--- config.mk ---
export PLATFORM = sky130hd
export DESIGN_NAME = result_streamer
export DESIGN_NICKNAME = d
export VERILOG_FILES = /design/src/rtl/tpu_pkg.sv /design/src/rtl/result_streamer.sv
export SDC_FILE = /design/constraint.sdc
export NUM_CORES = 1
export LEC_CHECK = 0
export ABC_CLOCK_PERIOD_IN_PS = 1850
export BUFFER_PORTS_ARGS = -buffer_cell sky130_fd_sc_hd__buf_2
export CORE_ASPECT_RATIO = 1.25
export CORE_UTILIZATION = 30
export DETAILED_ROUTE_END_ITERATION = 8
export HOLD_SLACK_MARGIN = 0.15
export SYNTH_ARGS = -nofsm -noshare
export SYNTH_HDL_FRONTEND = slang
export SYNTH_SLANG_ARGS = --single-unit
--- constraint.sdc ---
create_clock -name clk -period 1.85 [get_ports clk]
set_input_delay 0.185 -clock clk [delete_from_list [all_inputs] [get_ports clk]]
set_output_delay 0.185 -clock clk [all_outputs]
set_load 0.02 [all_outputs]
--- src/rtl/tpu_pkg.sv ---
// Shared definitions for the matrix datapath.
// The byte-wide memory loader and the result streamer both size themselves from these.
package tpu_pkg;

  localparam int DATA_W_DEFAULT  = 16;
  localparam int N_ELEMS_DEFAULT = 4;
  localparam int BYTES_PER_ELEM  = DATA_W_DEFAULT / 8;
  localparam int TOTAL_BYTES     = N_ELEMS_DEFAULT * BYTES_PER_ELEM;

  typedef enum logic {
    IDLE = 1'b0,
    SEND = 1'b1
  } stream_state_t;

endpackage

--- src/rtl/result_streamer.sv ---
// Captures the result matrix from the compute array in a single cycle.
// It then streams the matrix out one byte per valid/ready handshake.
// Bytes go out in element order, and least-significant byte first within each element.
module result_streamer
  import tpu_pkg::*;
#(
  parameter int DATA_W  = DATA_W_DEFAULT,
  parameter int N_ELEMS = N_ELEMS_DEFAULT,
  localparam int TOTAL  = N_ELEMS * DATA_W / 8,
  localparam int IDX_W  = (TOTAL > 1) ? $clog2(TOTAL) : 1
) (
  input  logic                      clk,
  input  logic                      rst,
  input  logic                      load_i,
  input  logic [N_ELEMS*DATA_W-1:0] results_i,
  output logic [7:0]                out_data_o,
  output logic                      out_valid_o,
  input  logic                      out_ready_i,
  output logic [IDX_W-1:0]          out_idx_o,
  output logic                      busy_o,
  output logic                      done_o,
  output logic                      overrun_o
);

  localparam logic [IDX_W-1:0] LAST_IDX = IDX_W'(TOTAL - 1);

  stream_state_t             state_q, state_d;
  logic [IDX_W-1:0]          cnt_q, cnt_d;
  logic [N_ELEMS*DATA_W-1:0] shadow_q, shadow_d;
  logic                      done_q, done_d;
  logic                      overrun_q, overrun_d;

  // State, byte counter, shadow copy and flags; a synchronous reset abandons any stream in flight.
  always_ff @(posedge clk) begin
    if (rst) begin
      state_q   <= IDLE;
      cnt_q     <= '0;
      shadow_q  <= '0;
      done_q    <= 1'b0;
      overrun_q <= 1'b0;
    end else begin
      state_q   <= state_d;
      cnt_q     <= cnt_d;
      shadow_q  <= shadow_d;
      done_q    <= done_d;
      overrun_q <= overrun_d;
    end
  end

  // Next-state logic: capture on load when idle, advance on handshake, and flag loads that arrive mid-stream.
  always_comb begin
    state_d   = state_q;
    cnt_d     = cnt_q;
    shadow_d  = shadow_q;
    done_d    = 1'b0;
    overrun_d = overrun_q;
    case (state_q)
      IDLE: begin
        if (load_i) begin
          shadow_d = results_i;
          cnt_d    = '0;
          state_d  = SEND;
        end
      end
      SEND: begin
        if (load_i) begin
          overrun_d = 1'b1;
        end
        if (out_ready_i) begin
          if (cnt_q == LAST_IDX) begin
            cnt_d   = '0;
            state_d = IDLE;
            done_d  = 1'b1;
          end else begin
            cnt_d = cnt_q + IDX_W'(1);
          end
        end
      end
      default: begin
        state_d = IDLE;
      end
    endcase
  end

  // Outputs come only from registers, so the pins see no combinational path from any input.
  always_comb begin
    busy_o      = (state_q == SEND);
    out_valid_o = (state_q == SEND);
    out_idx_o   = cnt_q;
    out_data_o  = (state_q == SEND) ? shadow_q[{cnt_q, 3'b000} +: 8] : 8'h00;
    done_o      = done_q;
    overrun_o   = overrun_q;
  end

endmodule

* Word-level counts from Yosys, hierarchy flattened *
Cells that the tools add are included.

word-level totals
  flip-flop bits (word level) = 70
  input port bits = 68
  output and inout port bits = 15
  word-level logic and storage cells = 26

cells by class
  add/sub/neg operators = 1
  equal/unequal tests = 3
  shifts and indexed selects = 1
  mux-type cells = 10
  bitwise logic cells = 2
  reductions and logical operators = 4

operators by type and width
  operator               number
  $shiftx A64 B7 Y8      1
  $mux W3                3
  $mux W8                1
  $pmux W3 S2            1
  $reduce_and A2 Y1      3
  $mux W1                4
  $ne A2 B2 Y1 const B   2
  $add A3 B1 Y3 const B  1
  $eq A3 B3 Y1 const B   1
  $reduce_or A3 Y1       1
  $not A1 Y1             2
  $pmux W1 S2            1

* Depth between registers and ports, before layout *
Gate-level depths: netlist of the first run.

  depth after elaboration = 4
  depth in mapped cells = 6
  gate-level depth less buffers = 5

* Least setup slack after synthesis of the first run *
No wires, ideal clock.

  kind = flip-flop to output port
  start = reg cnt_q[0] (netlist: out_idx_o[0])
  end = out out_data_o[0]
  arrival = 1.459 ns
  data required time = 1.665 ns
  slack = 0.206 ns
  cell stages (with the launch flop) = 4
  path buffers = 1
  cell sequence = dfxtp_1 buf_6 mux4_2 o211a_1

on the way
  word-level cells in the longest chain between the ends = 2

ends and longest elaborated chain
  what                    RTL line               text
  start, declared         result_streamer.sv:28  logic [IDX_W-1:0] cnt_q, cnt_d;
  start signal, assigned  result_streamer.sv:43  cnt_q <= cnt_d;
  $shiftx A64 B7 Y8       result_streamer.sv:90  out_data_o = (state_q == SEND) ? shadow_q[{cnt_q, 3'b000} +: 8] : 8'h00;
  $mux W8                 result_streamer.sv:90
  end, declared           result_streamer.sv:16  output logic [7:0] out_data_o,

No other way between the ends.

* Worst setup path after layout of the first run *
  start = reg cnt_q[0] (netlist: out_idx_o[0])
  end = out out_data_o[4]

The elaborated chain is that of the path after synthesis.

==> metrics.md, run 1 <==
| Metric | Value |
|---|---|
| Status | finished with violations |
| Violated checks | setup timing |
| Layout area overhead | 51.17% |
| ANT cells | 0 |
| Initial antenna violation count | 0 |
| Post-Syn Instances | 354 |
| P per Cell Area | 890.1 nW/um^2 |
| Layout Skew | 4.235 ps |
| IO Pins | 83 |
| Final #Nets | 561 |
| CP max stage cell | mux4_2 |
| Final worst path period need | 1903 ps |
| Largest net degree at the start of global routing | 71 |
| Hold Fails Final Rpt | 0 |
| Cell Chain, Critical Path | buf_12 > mux4_2 > o211a_1 > buf_2 |
| Final wirelength | 8135 um |
| Maxcap violations | 0 |
| Worst slew pin tran | 443.7 ps |
| Initial Utilization | 0.3088 |
| Most frequent cells in the layout | nand2_1, buf_2, dfxtp_1 |
| Ys Warns | 0 |
| Fill count | 962 |
| # DRC | 0 |
| Share of cells above drive strength 1 | 0.2460 |
| Synth Area per Inst | 8.426 sq um |
| Core Box Area | 9659 sq um |
| Setup-failing EPs final | 8 |
| Clk slew on worst S/H paths | 60 ps |
| Placed insts | 540 |
| RD Place Congestion | 0.7548 |
| Mapped cell area | 2983 sq um |
| Global-route wire length before repair | 13210 um |
| Delay-heaviest family, CP | multiplexers |
| Detail Route Antenna Nets | 0 |
| Synth unique cells | 21 |
| Row cnt | 40 |
| Post-route insts no fill | 622 |
| GRT Total Usage | 0.1641 |
| Leak | 1.925 nW |
| RSZ-0062 raised after global routing | yes |
| DP HPWL | 5729 um |
| CTS H-tree depth | 3 |
| Iteration-0 DRC Markers | 89 |
| Die X | 91.19 um |
| Setup WS post-layout | -52.64 ps |
| First drt pass iteration count | 4 |
| Pwr Total | 4.014 mW |
| Max Slew Vio Count | 0 |
| Slew HR | 0.7042 |
| PortBufs | 82 |
| Crit-path max FO | 8 |
| Cts bufs inserted | 9 |
| Total nets after synthesis | 424 |
| Worst hold-check path type | in -> reg |
| DIE HEIGHT | 113.5 um |
| Clock sinks | 70 |
| WP buf/inv | 2 |
| Setup TNS | -300.4 ps |
| Place WS | 165.0 ps |
| Highest Clock Rate | 525.6 MHz |
| Required time of the critical path | 1660 ps |
| Via count | 2895 |
| WS Path Type | reg -> out |
| Seq/Total Area, Yosys | 0.4698 |
| Gr ovfl total | 0 |
| Hold_ws | 168.1 ps |
| Startpoint Class | flip-flop |
| CP Capture Type | output pin |
| VDD IR max | 0.0005523 V |
| Share of the clock period used by the worst path | 1.028 |
| Crit path DAT | 1720 ps |
| Clk Latency, worst-skew pair | 330 ps |
| Avg WL per Cell | 13.08 um |
| Clock Path Buffers | 2 |
| Die area | 10350 sq um |
| TritonCTS clock tree | built |
| Commonest non-fill, non-tap cell in the layout | nand2_1 |
| CTS root buf | clkbuf_16 |
| Vias in the first global route | 2720 |
| #FFs+latches synth | 70 |
| Vias/cell | 4.654 |
| Critical path's largest stage delay | 490 ps |
[synth_stat cells, drive strengths merged]
cell	number	area share
clkbuf	10	0.013
nand3	1	0.0017
a21oi	65	0.11
nand2b	1	0.0021
buf	22	0.043
mux2i	17	0.057
mux4	8	0.060
nor2b	1	0.0021
nand2	128	0.16
and2	1	0.0025
nor3b	1	0.0025
dfxtp	70	0.47
a22oi	8	0.020
nor2	7	0.0088
a32oi	3	0.0088
o211a	8	0.027
and2b	1	0.0034
ha	2	0.0084
[worst reg2reg max path, stage by stage, from the launching register on]
cell and delay, ps:
dfxtp_4 350, buf_12 140, buf_4 150, ha_1 190, ha_1 270, a32oi_1 200, nor2_1 50
[through the flow]
step	instance area, sq um	util
after global routing	4509	0.4668
after detailed placement	3508	0.3632
after CTS	4509	0.4668
after floorplan	2983	-
final	4509	0.4668
after global placement	3508	0.3632
[power by group]
part           internal (mW)  switching (mW)
sequential              1.59          0.0513
combinational          0.256           0.220
clock                   1.29           0.606
[logic make-up after synthesis]
group | synth area share
simple gates | 0.1841
compound gates | 0.1649
flops | 0.4698
buf+inv | 0.05537
mux | 0.1174
fa+ha+maj | 0.008388
[repair_timing]
| action | 4_1_cts | 5_1_grt |
|---|---|---|
| hold endpoints to repair | 64 | 0 |
| setup endpoints to repair | 8 | 8 |
| pin swaps | 1 | 1 |
| hold buffers | 64 | 0 |
| setup buffers | 2 | 0 |
| resized for setup | 4 | 0 |
[final timing paths]
kind / startpoint / to / slack (ps) / cells after the start
hold / removal: out_ready_i / done_o / 170 / 3
hold reg to reg: shadow_q[16] / shadow_q[16] / 450 / 2
setup reg to reg: out_idx_o[0] / out_idx_o[2] / 370 / 6
setup / recovery: out_idx_o[0] / out_data_o[4] / -50 / 4
[metal layers]
layer / wire (um) / vias up / global-route usage
li1: - / 1471 / -
met1: 3590 / 1337 / 0.1990
met2: 4019 / 74 / 0.2823
met3: 352 / 13 / 0.03333
met4: 172 / 0 / 0.07090
met5: 0 / - / 0
[cell type report]
type / count / area (sq um) / share of cell area
clock buffer: 13 / 270.3 / 0.05993
multi-input combinational: 252 / 1426 / 0.3163
timing repair buffer: 158 / 1185 / 0.2628
sequential: 70 / 1405 / 0.3116
tap: 126 / 157.7 / 0.03496
clock inverter: 3 / 65.06 / 0.01443
[flip-flops by register name (all words and copies together), names as in the netlist]
| signal | flops |
|---|---|
| done_o | 1 |
| busy_o | 1 |
| out_idx_o | 3 |
| shadow_q | 64 |
| overrun_o | 1 |
(Power assumes the default switching activity.)
==> run 2, diff against run 1 <==
--- a/config.mk
+++ b/config.mk
@@ -8,9 +8,10 @@
 export ABC_CLOCK_PERIOD_IN_PS = 1850
 export BUFFER_PORTS_ARGS = -buffer_cell sky130_fd_sc_hd__buf_2
 export CORE_ASPECT_RATIO = 1.25
-export CORE_UTILIZATION = 30
+export CORE_UTILIZATION = 52
 export DETAILED_ROUTE_END_ITERATION = 8
 export HOLD_SLACK_MARGIN = 0.15
+export PLACE_DENSITY_LB_ADDON = 0.08
 export SYNTH_ARGS = -nofsm -noshare
 export SYNTH_HDL_FRONTEND = slang
 export SYNTH_SLANG_ARGS = --single-unit
==> run 2 against run 1 <==
Compared with the run above: the flow still finishes with violations (setup timing); sequential power about the same; via count increased by 1.1%; critical path type unchanged; flip-flop and latch count unchanged; highest routed layer unchanged; critical path depth unchanged; die area decreased by 42%; non-clock buffer count increased by 2.
==> metrics.md, run 2 (same netlist as run 1, synthesis figures left out) <==
| Metric | Value |
|---|---|
| Status | finished with violations |
| Violated checks | setup timing |
| First drt pass iteration count | 4 (unchanged) |
| WS Path Type | reg -> out |
| Hold Path Cell Cnt | 3 (unchanged) |
| Crit path DAT | 1750 ps (+30 ps) |
| Final wirelength | 8173 um (+0.47%) |
| Setup crit end | out_data_o[6] |
| Via count | 2927 (+1.1%) |
| Slew HR | 0.6852 (-0.01896) |
| P per Cell Area | 770.0 nW/um^2 (-13%) |
| WP depth | 4 (unchanged) |
| Initial antenna violation count | 0 (unchanged) |
| Die X | 69.74 um (-24%) |
| Maxcap violations | 0 (unchanged) |
| Clock Path Buffers | 2 (unchanged) |
| Critical path's largest stage delay | 500 ps (about the same) |
| Avg WL per Cell | 14.59 um (+12%) |
| Iteration-0 DRC Markers | 106 (+19%) |
| Largest net degree at the start of global routing | 65 (-8.5%) |
| Max reg flops | 64 (unchanged) |
| Crit path from | out_idx_o[0] |
| TritonCTS clock tree | built |
| R2R Setup Slk | 470 ps (+100 ps) |
| Most frequent cells in the layout | nand2_1, buf_2, dfxtp_1 |
| ANT cells | 0 (unchanged) |
| Vias in the first global route | 2887 (+6.1%) |
| PortBufs | 82 (unchanged) |
| Worst slew pin tran | 472.2 ps (+28.43 ps) |
| IO Pins | 83 (unchanged) |
| CP max stage cell | mux4_2 |
| Reg with most FFs | shadow_q |
| Placed Area | 3451 sq um (-1.6%) |
| CP Capture Type | output pin |
| Highest Clock Rate | 516.9 MHz (-1.7%) |
| Worst hold-check path type | in -> reg |
| R2R cell count | 5 (-1) |
| # DRC | 0 (unchanged) |
| DIE HEIGHT | 86.68 um (-24%) |
| VDD IR max | 0.0005072 V (-8.2%) |
| Setup-failing EPs final | 8 (unchanged) |
| R2R Path End | out_idx_o[2] |
| Leak | 1.875 nW (-2.6%) |
| Clk slew on worst S/H paths | 70 ps (about the same) |
| Cts bufs inserted | 9 (unchanged) |
| Commonest non-fill, non-tap cell in the layout | nand2_1 |
| Row cnt | 30 (-25%) |
| Share of cells above drive strength 1 | 0.2440 (-0.002016) |
| Gr ovfl total | 0 (unchanged) |
| WP buf/inv | 2 (unchanged) |
| Hold Fails Final Rpt | 0 (unchanged) |
| Clock sinks | 70 (unchanged) |
| Die area | 6045 sq um (-42%) |
| Final instance area | 4349 sq um (-3.6%) |
| CTS H-tree depth | 3 (unchanged) |
| Share of the clock period used by the worst path | 1.046 (+0.01728) |
| CTS root buf | clkbuf_8 |
| Clk Latency, worst-skew pair | 340 ps (about the same) |
| Initial Utilization | 0.5443 (+0.2355) |
| Global-route wire length before repair | 13030 um (-1.4%) |
| Vias/cell | 5.227 (+12%) |
| Setup WS post-layout | -84.60 ps (-31.96 ps) |
| Startpoint Class | flip-flop |
| DP HPWL | 4909 um (-14%) |
| Core Box Area | 5480 sq um (-43%) |
| Reg2reg start | out_idx_o[1] |
| Layout Skew | 6.253 ps (+2.018 ps) |
| Required time of the critical path | 1660 ps (about the same) |
| Layout area overhead | 45.81% |
| Setup TNS | -544.6 ps (-244.2 ps) |
| Delay-heaviest family, CP | multiplexers |
| Max Slew Vio Count | 0 (unchanged) |
| Cell Chain, Critical Path | buf_12 > mux4_2 > o211a_1 > buf_2 |
| RD Place Congestion | 0.8602 (+14%) |
| Crit-path max FO | 6 (-2) |
| GRT Total Usage | 0.2753 (+0.1112) |
| Final worst path period need | 1935 ps (+31.96 ps) |
| Final #Nets | 563 (+0.36%) |
| Detail Route Antenna Nets | 0 (unchanged) |
| RSZ-0062 raised after global routing | yes |
-- run 2: how the worst min path moves through the flow --
stage	from	end	slack (ps)
finish	load_i	busy_o	170
global route	load_i	busy_o	180
CTS	load_i	busy_o	150
detailed placement	results_i[25]	shadow_q[25]	430
global placement	results_i[19]	shadow_q[19]	430
floorplan	results_i[0]	shadow_q[0]	320
-- run 2: timing repair --
item,CTS,global route
gates resized for setup,8,2
hold buffers,65,0
hold endpoints to repair,65,0
setup buffers,1,0
endpoints found under the setup margin,8,8
cloned,1,0
-- run 2: routing by layer --
layer  GRT usage  wire length (um)  part of all wire  vias to the layer above
met3     0.03953               229             0.028                       20
met2      0.4819              4244              0.52                       81
li1            -                 -                 -                     1476
met5           0                 0                 0                        -
met4      0.1545               216             0.026                        0
met1      0.3252              3483              0.43                     1350
-- run 2: area by class of cell --
class                           count  area (sq um)
Multi-Input combinational cell    252          1426
Timing Repair Buffer              160          1247
Sequential cell                    70          1406
Clock inverter                      1         30.03
Fill cell                         400          1131
Clock buffer                       13         158.9
Tap cell                           64         80.08
-- run 2: worst reg2reg max path, stage by stage (launching register included) --
cell     delay (ps)
dfxtp_2         420
buf_12          200
ha_1            180
ha_1            230
a32oi_1         180
nor2_1           50
-- run 2: metrics by stage --
step	hold WS [ps]	cells	total power, mW	setup WS [ps]	utilization
2_1_floorplan	321.0	354	1.894	206.4	-
3_3_place_gp	425.6	479	2.040	271.3	0.6297
3_5_place_dp	430.6	479	2.047	233.4	0.6297
4_1_cts	153.2	560	3.354	-106.4	0.7925
5_1_grt	178.0	560	3.478	-138.0	0.7936
6_report	170.4	560	3.349	-84.60	0.7936
-- run 2: where the power goes --
| part | switching [mW] | internal, mW | leakage (nW) |
|---|---|---|---|
| combinational | 0.231 | 0.269 | 1.20 |
| sequential | 0.0493 | 1.59 | 0.576 |
| clock | 0.527 | 0.684 | 0.0956 |
==> run 3, diff against run 2 <==
--- a/config.mk
+++ b/config.mk
@@ -7,11 +7,14 @@
 export LEC_CHECK = 0
 export ABC_CLOCK_PERIOD_IN_PS = 1850
 export BUFFER_PORTS_ARGS = -buffer_cell sky130_fd_sc_hd__buf_2
+export CAP_MARGIN = 20
 export CORE_ASPECT_RATIO = 1.25
 export CORE_UTILIZATION = 52
+export CTS_CLUSTER_SIZE = 16
 export DETAILED_ROUTE_END_ITERATION = 8
 export HOLD_SLACK_MARGIN = 0.15
 export PLACE_DENSITY_LB_ADDON = 0.08
+export RECOVER_POWER = 25
 export SYNTH_ARGS = -nofsm -noshare
 export SYNTH_HDL_FRONTEND = slang
 export SYNTH_SLANG_ARGS = --single-unit
==> run 3 against run 2 <==
Compared with the run above: the flow still finishes with violations (setup timing); core utilization is 0.39 points lower; sequential power hardly changed; maximum frequency hardly changed; clock skew is 0.51 ps lower; critical endpoint unchanged; count of clock-buffer cells in the layout stayed put; critical path depth stayed put; flip-flop and latch count stayed put; combinational power is 1% lower; design area is 0.49% lower; first-iteration DRC count is 5.7% higher; critical path type unchanged; sequential share of layout area is 0.16 points higher; register-to-register slack worse by 270 ps; largest power group unchanged.
==> metrics.md, run 3 (same netlist as run 1, synthesis figures left out) <==
| Metric | Value |
|---|---|
| Avg WL per Cell | 14.52 um (-0.54%) |
| Slew HR | 0.5377 (-0.1476) |
| Gr ovfl total | 0 (unchanged) |
| Share of the clock period used by the worst path | 1.046 (about the same) |
| Cts bufs inserted | 9 (unchanged) |
| TritonCTS clock tree | built |
| Most frequent cells in the layout | nand2_1, buf_2, dfxtp_1 |
| VDD IR max | 0.0005042 V (-0.60%) |
| Crit-path max FO | 6 (unchanged) |
| Share of cells above drive strength 1 | 0.2339 (-0.01008) |
| Via count | 2931 (+0.14%) |
| Layout area overhead | 45.09% |
| Commonest non-fill, non-tap cell in the layout | nand2_1 |
| CTS root buf | clkbuf_8 |
| Pint | 2.535 mW (-0.26%) |
| Largest net degree at the start of global routing | 65 (unchanged) |
| RSZ-0062 raised after global routing | yes |
| PortBufs | 82 (unchanged) |
| Final wirelength | 8129 um (-0.54%) |
| Hold Fails Final Rpt | 0 (unchanged) |
| Reg with most FFs | shadow_q |
| Max reg flops | 64 (unchanged) |
| Net switching power | 0.8075 mW (+0.12%) |
| Initial antenna violation count | 0 (unchanged) |
| Final instance area | 4328 sq um (-0.49%) |
| WP buf/inv | 2 (unchanged) |
| Clock sinks | 70 (unchanged) |
| Sw Share | 0.2416 (+0.0007085) |
| Critical path's largest stage delay | 500 ps (about the same) |
| Setup WS post-layout | -85.80 ps (-1.195 ps) |
| Delay-heaviest family, CP | multiplexers |
| P per Cell Area | 772.4 nW/um^2 (+0.32%) |
| Sequential power share | 0.490 (about the same) |
| Clk slew on worst S/H paths | 70 ps (about the same) |
| Row cnt | 30 (unchanged) |
| Final #Nets | 563 (unchanged) |
| CP Capture Type | output pin |
| Post-route insts no fill | 560 (unchanged) |
| Comb power frac | 0.147 (-0.002) |
| Crit path DAT | 1750 ps (about the same) |
| Setup-failing EPs final | 8 (unchanged) |
| IO Pins | 83 (unchanged) |
| Initial Utilization | 0.5443 (unchanged) |
| CTS H-tree depth | 3 (unchanged) |
| Iteration-0 DRC Markers | 112 (+5.7%) |
| Global-route wire length before repair | 13030 um (unchanged) |
| Required time of the critical path | 1660 ps (about the same) |
| Worst hold-check path type | in -> reg |
| Maxcap violations | 0 (unchanged) |
| Clock Path Buffers | 2 (unchanged) |
| Violated checks | setup timing |
| Final worst path period need | 1936 ps (+1.195 ps) |
| Clk Latency, worst-skew pair | 340 ps (about the same) |
| Placed insts | 479 (unchanged) |
| GRT Total Usage | 0.2753 (unchanged) |
| RD Place Congestion | 0.8602 (unchanged) |
| # DRC | 0 (unchanged) |
| Die X | 69.74 um (unchanged) |
| ANT cells | 0 (unchanged) |
| Worst slew pin tran | 693.5 ps (+221.3 ps) |
| WS Path Type | reg -> out |
| Vias/cell | 5.234 (+0.14%) |
| First drt pass iteration count | 4 (unchanged) |
| Detail Route Antenna Nets | 0 (unchanged) |
| Highest Clock Rate | 516.6 MHz (about the same) |
| Placed Area | 3451 sq um (unchanged) |
| Startpoint Class | flip-flop |
| Max Slew Vio Count | 0 (unchanged) |
| Die area | 6045 sq um (unchanged) |
| Layout Skew | 5.747 ps (-0.5059 ps) |
| Vias in the first global route | 2887 (unchanged) |
| DIE HEIGHT | 86.68 um (unchanged) |
| Status | finished with violations |
| Leak | 1.852 nW (-1.2%) |
| CP max stage cell | mux4_2 |
| Clock power frac | 0.363 (+0.002) |
| DP HPWL | 4909 um (unchanged) |
| Core Box Area | 5480 sq um (unchanged) |
| Cell Chain, Critical Path | buf_12 > mux4_2 > o211a_1 > buf_2 |
[run 3: cell types whose count changed in the layout (fill, tap and decap cells not counted), sizes merged]
cell    change
clkbuf      +6
buf         -6
[run 3: final timing paths]
check	cells past startpoint	endpoint	slack, ps	start
setup reg to reg	5	shadow_q[1]	200	busy_o
hold / removal	3	busy_o	170	load_i
hold reg to reg	2	shadow_q[4]	450	shadow_q[4]
setup / recovery	4	out_data_o[6]	-90	out_idx_o[0]
[run 3: layout make-up]
type | instances | area, sq um
clock inverters | 1 | 30.03
fillers | 407 | 1152
clock buffers | 13 | 158.9
repair buffers | 160 | 1226
well taps | 64 | 80.08
flip-flops and latches | 70 | 1406
multi-input cells | 252 | 1426
[run 3: worst min-delay path: stages]
cell and delay [ps]:
buf_2 140, nor2_1 90, nor3b_1 50
[run 3: timing repair]
action / in CTS / in global routing
endpoints found under the setup margin: 8 / 8
resized for setup: 8 / 2
hold buffers: 65 / 0
gates cloned: 1 / 0
buffers inserted: 1 / 0
hold endpoints to repair: 65 / 0
[run 3: metal layers]
| layer | share of wire | vias up | track usage |
|---|---|---|---|
| met5 | 0 | - | 0 |
| met4 | 0.030 | 0 | 0.1545 |
| met3 | 0.036 | 22 | 0.03953 |
| met2 | 0.52 | 93 | 0.4819 |
| met1 | 0.41 | 1341 | 0.3252 |
| li1 | - | 1475 | - |
[run 3: power by group through the flow]
stage	Sequential (mW)	Clock [mW]	Combinational, mW
floorplan	1.66	0	0.236
global placement	1.67	0	0.368
detailed placement	1.67	0	0.377
CTS	1.64	1.23	0.491
global route	1.65	1.29	0.538
finish	1.64	1.21	0.492
[run 3: per-stage QoR]
step                      total power, mW  TNS (ps)    util  worst slack (ps)  hold WS [ps]
after global placement              2.040         0  0.6297             271.3         425.6
after floorplan                     1.894         0       -             206.4         321.0
after detailed placement            2.047         0  0.6297             233.4         430.6
after CTS                           3.354    -664.8  0.7925            -106.4         153.2
final                               3.343    -562.4  0.7897            -85.80         169.0
after global routing                3.471    -915.9  0.7897            -138.0         178.4
